**src/rtl/mem_fetch_seq.sv**
```systemverilog
`default_nettype none
// ============================================================================
// Module   : mem_fetch_seq
// Brief    : Burst fetch sequencer in front of an asynchronous read-only memory.
//            Drives addr and captures memData into a registered valid/ready
//            stream. Optional macro FETCH_CHECKSUM_EN adds an XOR checksum port.
// Revision : 1.0
// ============================================================================
module mem_fetch_seq #(
    parameter  int DATA_LENGTH = 32,
    parameter  int MEM_SIZE    = 256,
    localparam int ADDR_WIDTH  = $clog2(MEM_SIZE)
) (
    input  logic                   clk,
    input  logic                   rst,
    input  logic                   start,
    input  logic [ADDR_WIDTH-1:0]  baseAddr,
    input  logic [ADDR_WIDTH:0]    len,
    output logic [ADDR_WIDTH-1:0]  addr,
    input  logic [DATA_LENGTH-1:0] memData,
    output logic [DATA_LENGTH-1:0] dataOut,
    output logic                   valid,
    input  logic                   ready,
    output logic                   busy,
    output logic                   done
`ifdef FETCH_CHECKSUM_EN
    ,
    output logic [DATA_LENGTH-1:0] checksum
`endif
);

    localparam logic [ADDR_WIDTH:0]   c_MEM_WORDS = (ADDR_WIDTH+1)'(MEM_SIZE);
    localparam logic [ADDR_WIDTH-1:0] c_LAST_ADDR = ADDR_WIDTH'(MEM_SIZE - 1);

    typedef enum logic [1:0] {
        S_IDLE  = 2'd0,
        S_FETCH = 2'd1,
        S_DRAIN = 2'd2
    } state_t;

    state_t                  r_state;
    logic [ADDR_WIDTH:0]     r_remaining;
    logic [ADDR_WIDTH-1:0]   r_addr;
    logic [DATA_LENGTH-1:0]  r_data;
    logic                    r_valid;
    logic                    r_busy;
    logic                    r_done;

    logic [ADDR_WIDTH:0]     w_len_clamped;
    logic [ADDR_WIDTH-1:0]   w_addr_next;
    logic                    w_xfer;
    logic                    w_load_slot;
    logic                    w_start_ok;

    // Clamping keeps a burst from ever revisiting a word.
    assign w_len_clamped = (len > c_MEM_WORDS) ? c_MEM_WORDS : len;
    assign w_addr_next   = (r_addr == c_LAST_ADDR) ? '0 : r_addr + 1'b1;
    assign w_xfer        = r_valid & ready;
    assign w_load_slot   = ~r_valid | ready;
    assign w_start_ok    = (r_state == S_IDLE) & start;

    always_ff @(posedge clk or posedge rst) begin
        if (rst) begin
            r_state     <= S_IDLE;
            r_remaining <= '0;
            r_addr      <= '0;
            r_data      <= '0;
            r_valid     <= 1'b0;
            r_busy      <= 1'b0;
            r_done      <= 1'b0;
        end else begin
            r_done <= 1'b0;
            case (r_state)
                S_IDLE: begin
                    if (start) begin
                        if (w_len_clamped != '0) begin
                            r_addr      <= baseAddr;
                            r_remaining <= w_len_clamped;
                            r_state     <= S_FETCH;
                            r_busy      <= 1'b1;
                        end else begin
                            r_done <= 1'b1;
                        end
                    end
                end
                S_FETCH: begin
                    // A load both refills the output register and retires the word it replaces.
                    if (w_load_slot) begin
                        r_data      <= memData;
                        r_valid     <= 1'b1;
                        r_addr      <= w_addr_next;
                        r_remaining <= r_remaining - 1'b1;
                        if (r_remaining == (ADDR_WIDTH+1)'(1)) begin
                            r_state <= S_DRAIN;
                        end
                    end
                end
                S_DRAIN: begin
                    if (w_xfer) begin
                        r_valid <= 1'b0;
                        r_done  <= 1'b1;
                        r_busy  <= 1'b0;
                        r_state <= S_IDLE;
                    end
                end
                default: begin
                    r_state <= S_IDLE;
                end
            endcase
        end
    end

`ifdef FETCH_CHECKSUM_EN
    logic [DATA_LENGTH-1:0] r_checksum;

    always_ff @(posedge clk or posedge rst) begin
        if (rst) begin
            r_checksum <= '0;
        end else if (w_start_ok) begin
            r_checksum <= '0;
        end else if (w_xfer) begin
            r_checksum <= r_checksum ^ r_data;
        end
    end

    assign checksum = r_checksum;
`else
    logic w_unused_start_ok;
    assign w_unused_start_ok = w_start_ok;
`endif

    assign addr    = r_addr;
    assign dataOut = r_data;
    assign valid   = r_valid;
    assign busy    = r_busy;
    assign done    = r_done;

endmodule
`default_nettype wire

```
**config.mk**
```make
export PLATFORM = sky130hd
export DESIGN_NAME = mem_fetch_seq
export DESIGN_NICKNAME = d
export VERILOG_FILES = /design/src/rtl/mem_fetch_seq.sv
export SDC_FILE = /design/constraint.sdc
export NUM_CORES = 1
export LEC_CHECK = 0
export ABC_AREA = 1
export BUFFER_PORTS_ARGS = -buffer_cell sky130_fd_sc_hd__buf_2
export CAP_MARGIN = 20
export CORE_AREA = 2 2 94 96
export DETAILED_ROUTE_END_ITERATION = 16
export DIE_AREA = 0 0 96 98
export PLACE_DENSITY = 0.58
export SYNTH_ARGS = -nofsm -noshare
export SYNTH_HDL_FRONTEND = slang
export SYNTH_SLANG_ARGS = --single-unit
```
**constraint.sdc**
```tcl
create_clock -name clk -period 2.2 [get_ports clk]
set_clock_uncertainty 0.05 [all_clocks]
set_input_delay 0.33 -clock clk [delete_from_list [all_inputs] [get_ports clk]]
set_output_delay 0.33 -clock clk [all_outputs]
set_load 0.01 [all_outputs]
```
## Word level (Yosys, flattened, before mapping)

Index checks and enable logic that the tools add are counted.
W data, S select, Z words.

- Add/sub/neg operators: 2
- Multiply operators: 0
- Divide/modulo/power cells: 0
- Magnitude comparators: 1
- Eq/ne operators: 9
- Shifts and indexed selects: 0
- Multiplexer cells: 26
- Bitwise operators: 3
- Reduce and logical (&&, ||, !) cells: 10

Operators by type and width:

| cell | number |
|---|---|
| $mux W9 | 4 |
| $mux W8 | 4 |
| $pmux W9 S2 | 1 |
| $pmux W8 S2 | 1 |
| $mux W2 | 5 |
| $eq A9 B1 Y1 const B | 1 |
| $gt A9 B9 Y1 const B | 1 |
| $reduce_bool A9 Y1 | 1 |
| $sub A9 B1 Y9 const B | 1 |
| $add A8 B1 Y8 const B | 1 |
| $eq A8 B8 Y1 const B | 1 |
| $ne A2 B2 Y1 const B | 4 |
| $reduce_and A4 Y1 | 2 |
| $mux W1 | 7 |
| $pmux W1 S2 | 3 |
| $pmux W2 S3 | 1 |
| $reduce_bool A2 Y1 | 3 |
| $reduce_and A5 Y1 | 1 |
| $reduce_and A3 Y1 | 1 |
| $eq A2 B1 Y1 const B | 1 |
| $eq A2 B2 Y1 const B | 1 |
| $logic_not A2 Y1 | 1 |
| $ne A2 B1 Y1 const B | 1 |
| $reduce_and A2 Y1 | 1 |
| other kinds (3) | 3 |

- Flip-flop bits (word level): 54
- Bits in latches: 0
- Bits in writable memories: 0
- Bits in read-only memories: 0
- Input port bits: 53
- Output and inout port bits: 43
- Logic and storage cells: 58
- Memories: 0

## Depth between registers and ports, before layout

- Word-level depth: 6
- Gate-level depth with buffers: 10
- Mapped depth without buffers: 10

## Worst setup path after synthesis

Ideal clock, no wire load.

- Path type: reg-to-reg
- Start point: register r_state[1]
- End point: register r_addr[5] (netlist: addr[5])
- Setup time: 0.117 ns
- Arrival: 1.268 ns
- Data required time: 2.033 ns
- Setup slack: 0.765 ns
- Cell stages (with the launch flop): 10
- Path buffers: 3
- Clock period less this slack: 1.435 ns
- Cells stage by stage: dfrtp_1 -> inv_2 -> nand2_2 -> buf_6 -> nor2_2 -> a21oi_4 -> buf_6 -> buf_6 -> nand3_1 -> nand2_1

- Longest elaborated chain between the ends: 3
- Elaborated cells between the ends (all ways): 8
- Classes of those cells: 4 x eq/ne; 1 x mux; 3 x reduce/logical

Ends and longest elaborated chain:

| item | line | RTL |
|---|---|---|
| from (decl) | 41 | `state_t r_state;` |
| from (signal assigned) | 64 | `r_state <= S_IDLE;` |
| from (signal assigned) | 79 | `r_state <= S_FETCH;` |
| from (signal assigned) | 94 | `r_state <= S_DRAIN;` |
| $eq A2 B1 Y1 or $logic_not A2 Y1 (tied branches) | 73 | `case (r_state)` |
| $ne A2 B2 Y1 (no source line) (tied with other cells) | -- |  |
| $reduce_and A4 Y1 (no source line) | -- |  |
| to (signal assigned) | 77 | `r_addr <= baseAddr;` |
| to (signal assigned) | 91 | `r_addr <= w_addr_next;` |
| to (decl) | 43 | `logic [ADDR_WIDTH-1:0] r_addr;` |

Parallel ways exist; a longest one is shown, timed or not.
A chain may end at the register's enable or synchronous reset.

## Worst setup path after layout

- Start point: register r_state[1]
- End point: register r_remaining[8]

- Longest elaborated chain between the ends: 3
- Elaborated cells between the ends (all ways): 8
- Classes of those cells: 4 x eq/ne; 1 x mux; 3 x reduce/logical

Ends and longest elaborated chain:

| item | line | RTL |
|---|---|---|
| $eq A2 B1 Y1 or $logic_not A2 Y1 (tied branches) | 73 |  |
| $ne A2 B2 Y1 (no source line) (tied with other cells) | -- |  |
| $reduce_and A4 Y1 (no source line) | -- |  |
| to (signal assigned) | 78 | `r_remaining <= w_len_clamped;` |
| to (signal assigned) | 92 | `r_remaining <= r_remaining - 1'b1;` |
| to (decl) | 42 | `logic [ADDR_WIDTH:0] r_remaining;` |

Parallel ways exist; a longest one is shown, timed or not.

==> summary.md <==
| Metric | Value |
|---|---|
| Status | `finished clean` |
| Layout cell share with drive strength beyond 1 | `0.353` |
| CTS resizes | `0` |
| Worst rel slew slack | `0.624` |
| # IOs | `96` |
| Synth cell types | `22` |
| Clock sinks | `54` |
| Pre-CTS setup slack | `442 ps` |
| Die Area | `9410 µm²` |
| Number of hold buffers added after cts | `0` |
| Period minus WS final | `1750 ps` |
| Worst ir drop on vdd | `0.316 mV` |
| Clock Pin Slew Worst Setup and Hold Paths | `100 ps` |
| # diodes | `0` |
| Least-Margin Pin Slew | `560 ps` |
| Flop pwr share | `0.561` |
| Syn Inst Count | `331` |
| Post-route antenna net violation count | `0` |
| Syn Nets | `387` |
| Fin crit share | `0.795` |
| Mean post-synth cell area | `8.58 µm²` |
| Vias in the first global route | `2536` |
| Max cap viols | `0` |
| Setup ws final | `451 ps` |
| Initial antenna violation count | `0` |
| Maximum fanout along the worst path | `13` |
| CTS Buf Count | `5` |
| Core Area | `8470 µm²` |
| Leakage dissipation | `2.07 nW` |
| Routed met2 length | `3170 µm` |
| Setup violators final | `0` |
| Area Overhead vs Synth | `24.8%` |
| Worst endpoint required time | `2400 ps` |
| Post-Synthesis Cell Area | `2840 µm²` |
| CTS tree | `done` |
| Total Routing Usage GR | `0.152` |
| DR iter-0 viols | `122` |
| Crit path launch type | `flop` |
| M1 WL | `3060 µm` |
| Root buf cell | `clkbuf_8` |
| Pins Over Slew Limit | `0` |
| Area occupied by multi-input gates | `1300 µm²` |
| Yosys reg bits | `54` |
| Setup crit start | `r_state[1]` |
| First-pass DRT Iterations | `5` |
| Fmax | `0.572 GHz` |
| Final wirelength | `6800 µm` |
| Postcts setup bufs | `0` |
| Crit end category | `flop` |
| FF/Latch Area | `1350 µm²` |
| RSZ-0062 raised after global routing | `false` |
| Sw Pwr | `0.000388 W` |
| Buffers on Ports | `95` |
| Clock Power Share | `0.380` |
| Worst Hold Class | `primary input to asynchronous set/reset pin` |
| Setup Total Neg Slack | `0 ps` |
| Drt drc | `0` |
| Yosys warns | `0` |
| Total grt overflow | `0` |
| PwrDens | `499 nW/µm²` |
| Pin count of the biggest net entering global routing | `34` |
| Final design utilization | `0.418` |
| Sequential share of the synthesized area | `0.476` |
| WS Path Type | `flop to flop` |
| Skew-Pair Late Insertion Delay | `300 ps` |
| Row count | `34` |
| First-pass GRT wire length | `11500 µm` |
| NumNets Final | `483` |
| Post-DR wirelength/cell | `12.7 µm` |
| Logic pwr share | `0.058` |
| Vias/cell | `4.68` |
| HPWL after DPL | `5080 µm` |
| Worst EP arrival | `1950 ps` |
| CTS H-tree depth | `2` |
| Int Pwr | `0.00138 W` |
| Clock Path Buffers | `2` |
| Worst reg2reg startpoint | `r_state[1]` |
| Fill cell count | `869` |
| Die Height | `98 µm` |
| Routability Congestion | `0.910` |
| Sw frac | `0.220` |
| Highest routed layer | `met4` |
| Met3 wire length | `489 µm` |
| Vias post-DR | `2507` |
| Final Hold Viols | `0` |
| Initial Util | `0.335` |
| Die Wd | `96 µm` |
per-stage QoR:
stage | cell area, µm² | hold slack [ps] | instances | power [W]
floorplan | 2840 | 407 | 331 | 0.00105
CTS | 3540 | 17.6 | 536 | 0.00179
detailed placement | 3430 | 361 | 528 | 0.00112
global placement | 3430 | 351 | 528 | 0.00112
finish | 3540 | 3.65 | 536 | 0.00177
global route | 3540 | 49.1 | 536 | 0.00185
state kept, by name, indices dropped and copies added, names as in the netlist:
signal and flops:
valid 1, dataOut 32, busy 1, done 1, addr 8, r_remaining 9
r_state 2
power groups by stage:
| stage | Sequential [W] | Combinational, W | Clock (W) |
|---|---|---|---|
| 2_1_floorplan | 0.00101 | 0.0000389 | 0 |
| 5_1_grt | 0.000992 | 0.000120 | 0.000735 |
| 3_3_place_gp | 0.00101 | 0.000106 | 0 |
| 3_5_place_dp | 0.00101 | 0.000106 | 0 |
| 4_1_cts | 0.000992 | 0.000107 | 0.000691 |
| 6_report | 0.000992 | 0.000103 | 0.000672 |
layout make-up:
type	count	area share
clock buffer	6	0.0205
multi-input combinational	237	0.367
clock inverter	2	0.0106
tap	108	0.0381
inverter	29	0.0307
timing repair buffer	100	0.152
sequential	54	0.381
worst paths after layout:
check / end / slack (ps) / cells past startpoint
hold / removal: dataOut[22] / 4 / 2
hold reg to reg: busy / 450 / 2
max in group asynchronous: addr[1] / 1550 / 3
setup / recovery: r_remaining[8] / 450 / 9
min in group clk: dataOut[29] / 200 / 2
setup reg to reg: r_remaining[8] / 450 / 9
layer usage:
metal / GRT usage / vias up
li1: - / 1266
met1: 0.206 / 1162
met2: 0.238 / 73
met3: 0.0432 / 6
met4: 0.0440 / 0
met5: 0 / -
Yosys cell counts, drive strengths merged:
master / count / area share
a21oi: 4 / 0.011
buf: 11 / 0.028
dfrtp: 54 / 0.48
ha: 3 / 0.013
inv: 29 / 0.038
mux2: 32 / 0.13
nand2: 111 / 0.15
nand3: 39 / 0.075
nand4: 9 / 0.020
nor2: 22 / 0.030
o211ai: 1 / 0.0026
o21ai: 13 / 0.023
or2: 2 / 0.0044
xor2: 1 / 0.0031
critical path, stage by stage, from the launching register on:
cell	delay, ps
dfrtp_1	410
inv_2	100
nand2_2	240
nor2_2	80
a21oi_4	310
buf_4	250
o211ai_1	100
inv_1	60
nand2_1	40
nand2_1	50
logic make-up after synthesis:
logic type / share of synthesized area
mux: 0.127
compound gates: 0.0366
fa+ha+maj: 0.0132
flops: 0.476
simple gates: 0.278
buf+inv: 0.0665
xor+xnor: 0.00309
layout by cell type, fill, tap and decap left out:
| cell | n |
|---|---|
| nand2_1 | 109 |
| buf_2 | 95 |
| dfrtp_1 | 54 |
| nand3_1 | 37 |
| mux2_2 | 32 |
| inv_1 | 25 |
| nor2_1 | 21 |
| o21ai_0 | 12 |
| nand4_1 | 9 |
| clkbuf_8 | 5 |
| inv_2 | 4 |
| a21oi_1 | 3 |
| ha_1 | 3 |
| buf_4 | 3 |
| nand2_2 | 2 |
| or2_2 | 2 |
| buf_12 | 2 |
| nand3_2 | 1 |
| nor2_2 | 1 |
| a21oi_4 | 1 |
| nand3_4 | 1 |
| xor2_1 | 1 |
| o21ai_1 | 1 |
| o211ai_1 | 1 |
| clkbuf_1 | 1 |
| clkinvlp_4 | 1 |
| bufinv_16 | 1 |
Note: power is estimated with default switching activity, not from simulation.
